[src/rtl/reg_read_arbiter.sv]
// reg_read_arbiter: grants one of four requesters access to a shared 4:1
// register read path and returns the selected value with a valid/ack handshake.
// Optional build macro RD_ARB_RR_EN selects round-robin arbitration. Without it,
// fixed priority is used, with req[0] highest.
module reg_read_arbiter #(
    parameter int DATA_W = 32
) (
    input  logic              clk,
    input  logic              reset,
    input  logic [3:0]        req,
    input  logic [7:0]        rd_sel,
    input  logic [DATA_W-1:0] q1,
    input  logic [DATA_W-1:0] q2,
    input  logic [DATA_W-1:0] q3,
    input  logic [DATA_W-1:0] q4,
    input  logic              ack,
    output logic [1:0]        mux_sel,
    output logic [3:0]        gnt,
    output logic [DATA_W-1:0] regData,
    output logic              valid,
    output logic              busy
);

    typedef enum logic [1:0] {
        IDLE = 2'd0,
        SEL  = 2'd1,
        RESP = 2'd2
    } state_t;

    state_t            state_q, state_d;
    logic [3:0]        gnt_q, gnt_d;
    logic [1:0]        mux_sel_q, mux_sel_d;
    logic [DATA_W-1:0] data_q, data_d;
    logic              valid_q, valid_d;
    logic [1:0]        win;
    logic [DATA_W-1:0] rd_mux;

`ifdef RD_ARB_RR_EN
    logic [1:0] ptr_q, ptr_d;
    logic [3:0] req_rot;
    logic [1:0] off;
    logic [1:0] gidx;

    // Rotate requests so the search starts at the pointer, then take the first hit
    always_comb begin
        req_rot = '0;
        for (int i = 0; i < 4; i++) begin
            req_rot[i] = req[ptr_q + 2'(i)];
        end
        if (req_rot[0])      off = 2'd0;
        else if (req_rot[1]) off = 2'd1;
        else if (req_rot[2]) off = 2'd2;
        else                 off = 2'd3;
        win = ptr_q + off;
    end

    // Index of the current grant, used to advance the pointer past the winner
    always_comb begin
        case (gnt_q)
            4'b0010: gidx = 2'd1;
            4'b0100: gidx = 2'd2;
            4'b1000: gidx = 2'd3;
            default: gidx = 2'd0;
        endcase
        ptr_d = ptr_q;
        if (state_q == RESP && ack) ptr_d = gidx + 2'd1;
    end

    // Round-robin pointer register
    always_ff @(posedge clk) begin
        if (reset) ptr_q <= 2'd0;
        else       ptr_q <= ptr_d;
    end
`else
    // Fixed priority: lowest requester index wins
    always_comb begin
        if (req[0])      win = 2'd0;
        else if (req[1]) win = 2'd1;
        else if (req[2]) win = 2'd2;
        else             win = 2'd3;
    end
`endif

    // Shared 4:1 read mux driven by the registered select
    always_comb begin
        case (mux_sel_q)
            2'd0:    rd_mux = q1;
            2'd1:    rd_mux = q2;
            2'd2:    rd_mux = q3;
            default: rd_mux = q4;
        endcase
    end

    // Next-state and output logic; everything holds unless a transition says otherwise
    always_comb begin
        state_d   = state_q;
        gnt_d     = gnt_q;
        mux_sel_d = mux_sel_q;
        data_d    = data_q;
        valid_d   = valid_q;
        case (state_q)
            IDLE: begin
                if (|req) begin
                    gnt_d     = 4'b0001 << win;
                    mux_sel_d = rd_sel[{win, 1'b0} +: 2];
                    state_d   = SEL;
                end
            end
            SEL: begin
                // Capture exactly once; later changes on q* are not reflected
                data_d  = rd_mux;
                valid_d = 1'b1;
                state_d = RESP;
            end
            RESP: begin
                if (ack) begin
                    valid_d   = 1'b0;
                    gnt_d     = '0;
                    mux_sel_d = '0;
                    state_d   = IDLE;
                end
            end
            default: begin
                state_d   = IDLE;
                gnt_d     = '0;
                mux_sel_d = '0;
                valid_d   = 1'b0;
            end
        endcase
    end

    // State and output registers; reset aborts any transaction in flight
    always_ff @(posedge clk) begin
        if (reset) begin
            state_q   <= IDLE;
            gnt_q     <= '0;
            mux_sel_q <= '0;
            data_q    <= '0;
            valid_q   <= 1'b0;
        end else begin
            state_q   <= state_d;
            gnt_q     <= gnt_d;
            mux_sel_q <= mux_sel_d;
            data_q    <= data_d;
            valid_q   <= valid_d;
        end
    end

    assign mux_sel = mux_sel_q;
    assign gnt     = gnt_q;
    assign regData = data_q;
    assign valid   = valid_q;
    assign busy    = (state_q != IDLE);

endmodule

[config.mk]
export PLATFORM = sky130hd
export DESIGN_NAME = reg_read_arbiter
export DESIGN_NICKNAME = d
export VERILOG_FILES = /design/src/rtl/reg_read_arbiter.sv
export SDC_FILE = /design/constraint.sdc
export NUM_CORES = 1
export LEC_CHECK = 0
export CAP_MARGIN = 20
export CORE_MARGIN = 8
export CORE_UTILIZATION = 25
export CTS_CLUSTER_DIAMETER = 150
export DETAILED_ROUTE_END_ITERATION = 8
export GPL_TIMING_DRIVEN = 0
export HOLD_SLACK_MARGIN = 0.05
export PLACE_DENSITY = 0.65
export SETUP_SLACK_MARGIN = 0.05
export SYNTH_ARGS = -nofsm -noshare
export SYNTH_HDL_FRONTEND = slang
export SYNTH_SLANG_ARGS = --single-unit
[constraint.sdc]
create_clock -name clk -period 4.5 [get_ports clk]
set_input_delay 0.45 -clock clk [delete_from_list [all_inputs] [get_ports clk]]
set_output_delay 0.45 -clock clk [all_outputs]
set_load 0.02 [all_outputs]
==> reports/results.tsv <==
metric	value	unit
path_buf_inv	2	
tns	0	ns
globalRouteOverflowTotal	0	
slowest_delay	0.57	ns
die_w	108	µm
path_clk_slew	0.09	ns
crit_path_top_delay_cell	clkdlybuf4s50_1	
syn_inst	151	
sw_frac_of_total	26.3	%
peakVddDrop	120	µV
placed_cell_area	4060	µm²
static-leakage-power	1.50	nW
track_usage	14.3	%
yosys_warnings	0	
final_max_slew_viol_count	0	
synthSimpleGateAreaFrac	3.75	%
post-route-util	51.3	%
gp_congestion	0.714	
hold_buffers	0	
maxCapViolations	0	
pin_count	183	
crit_type	reg -> out	
avgSynthCellArea	13.9	µm²
numCtsBuffers	5	
period_share	49.8	%
start_kind	flip-flop	
antenna_found_initial	0	
die_area	11600	µm²
holdWs	0.478	ns
drcViolationCount	0	
tightest_slew	0.628	ns
synth_area_leaders	dfxtp_1 39%, mux4_2 34%, a22o_1 13%	
finClkSkew	0.00986	ns
fin_area	4190	µm²
routedWlPerCell	18.7	µm
power.share.clock	29.2	%
setup_viol	0	
synth_top_family_by_area	multiplexers	
switching_power	319	µW
syn-num-nets	294	
yosys.area.top_type	dfxtp_1	
synth_compound_area_share	18.6	%
cts-resized-gates	0	
yosysSeqAreaShare	39.0	%
coreArea	8180	µm²
final-hold-violation-count	0	
share_seq_of_total_power	34.6	%
root_buffer	clkbuf_8	
seqCellArea	821	µm²
num_vias	2130	
synth_commonest_cells	41 x dfxtp_1, 32 x a22o_1, 32 x mux4_2	
firstDrtPassIters	4	
synthFlopType	dfxtp_1	
fillerInstances	713	
fin_crit	2.24	ns
via_per_inst	4.78	
synthToLayoutAreaGrowth	99.2	%
max-slew-margin-rel	58.1	%
synthMuxAreaShare	35.2	%
routed_wl	8360	µm
num-nets-final	483	
grt_pass1_vias	2368	
pwr-share-comb	36.2	%
crit_chain	nor2_1 -> inv_1 -> clkdlybuf4s50_1	
initial_core_util	25.7	%
ys_ff_latch	41	
post_cts_buffers	0	
fmax	446	MHz
synth.cell_area	2100	µm²
cp.arrival	1.79	ns
clock_sinks	41	
ys_types	21	
cp_max_fo	7	
min_path_type	reg -> reg	
layout-drive-gt1-share	15.0	%
antenna_cells	0	
synth-async-reset-ratio	0	%
grt_setup_unrepaired	no	
grt_max_degree	14	
powerDensity	290	nW/µm²
ant_nets	0	
synth_fa_ha_area_share	0	%
drt_iter0_markers	41	
critPathTopFamily	buffers and inverters	
power.total	1.21	mW
synth_xor_area_share	0	%
die_y	108	µm
internal-power	894	µW
status	finished, final reports clean	
synth_most_common_cell	dfxtp_1	
synth_top_area_share	39.0	%
grt_pass1_wl	12900	µm
port_buffers	182	
clk_path_buf_depth	2	
hpwl	7100	µm
rows	33	
critPathRequiredTime	4.05	ns
multi_input_area	1210	µm²
cts_max_level	2	
clk_latency	0.29	ns
critPathCaptureType	primary output	
synth-edff-count	0	
cts_tree	built	
==> cells by family (layout without fill, tap and decap cells) <==
| logic type | count (synthesis) | in the layout |
|---|---|---|
| DFF | 41 | 41 |
| AOI/OAI and AO/OA | 43 | 43 |
| and+or+nand+nor | 15 | 15 |
| muxes | 34 | 34 |
| buffers and inverters | 18 | 208 |
==> registers in the layout, summed over array words and instances (netlist names) <==
register,count
gnt,4
mux_sel,2
regData,32
state_q,2
valid,1
==> worst paths after layout <==
check | end | start | cells past startpoint | slack (ns)
hold / removal | gnt[2] | gnt[2] | 1 | 0.48
setup reg to reg | regData[14] | mux_sel[1] | 4 | 2.66
setup / recovery | busy | state_q[0] | 3 | 2.26
hold reg to reg | gnt[2] | gnt[2] | 1 | 0.48
==> through the flow <==
| step | cells | setup slack (ns) |
|---|---|---|
| floorplan | 151 | 2.75 |
| global placement | 438 | 2.22 |
| detailed placement | 438 | 2.19 |
| CTS | 446 | 2.26 |
| global route | 446 | 2.15 |
| finish | 446 | 2.26 |
==> layout make-up <==
| class | instances | area share (%) |
|---|---|---|
| plain buffers | 15 | 1.46 |
| clock buffers | 5 | 1.64 |
| clock inverters | 3 | 1.55 |
| inverters | 3 | 0.269 |
| multi-input cells | 92 | 28.9 |
| flip-flops and latches | 41 | 19.6 |
| well taps | 105 | 3.14 |
| repair buffers | 182 | 43.5 |
==> per-layer routing <==
layer	vias up	GRT usage, %	part of all wire [%]
li1	1009	-	-
met1	1026	16.1	37
met2	86	24.6	53
met3	9	4.97	7.7
met4	0	4.56	1.4
met5	-	0	0
==> power groups by stage <==
stage / Clock [mW] / Combinational, mW / Sequential [mW]
after global placement: 0 / 0.443 / 0.427
after floorplan: 0 / 0.168 / 0.470
final: 0.354 / 0.439 / 0.420
after global routing: 0.378 / 0.471 / 0.425
after CTS: 0.365 / 0.447 / 0.420
after detailed placement: 0 / 0.447 / 0.428
==> cell usage in the layout (no fill, tap or decap), types with 3 or more instances in the layout <==
master | Yosys | routed
a22o_1 | 32 | 32
a22o_2 | 3 | 3
a32o_1 | 3 | 3
buf_2 | 4 | 4
clkbuf_1 | 11 | 11
clkbuf_8 | 0 | 5
clkdlybuf4s50_1 | 0 | 182
dfxtp_1 | 41 | 41
inv_1 | 3 | 3
mux4_2 | 32 | 32
nand2_1 | 4 | 4
nor2_1 | 4 | 4
Note: power is estimated with default switching activity, not from simulation.
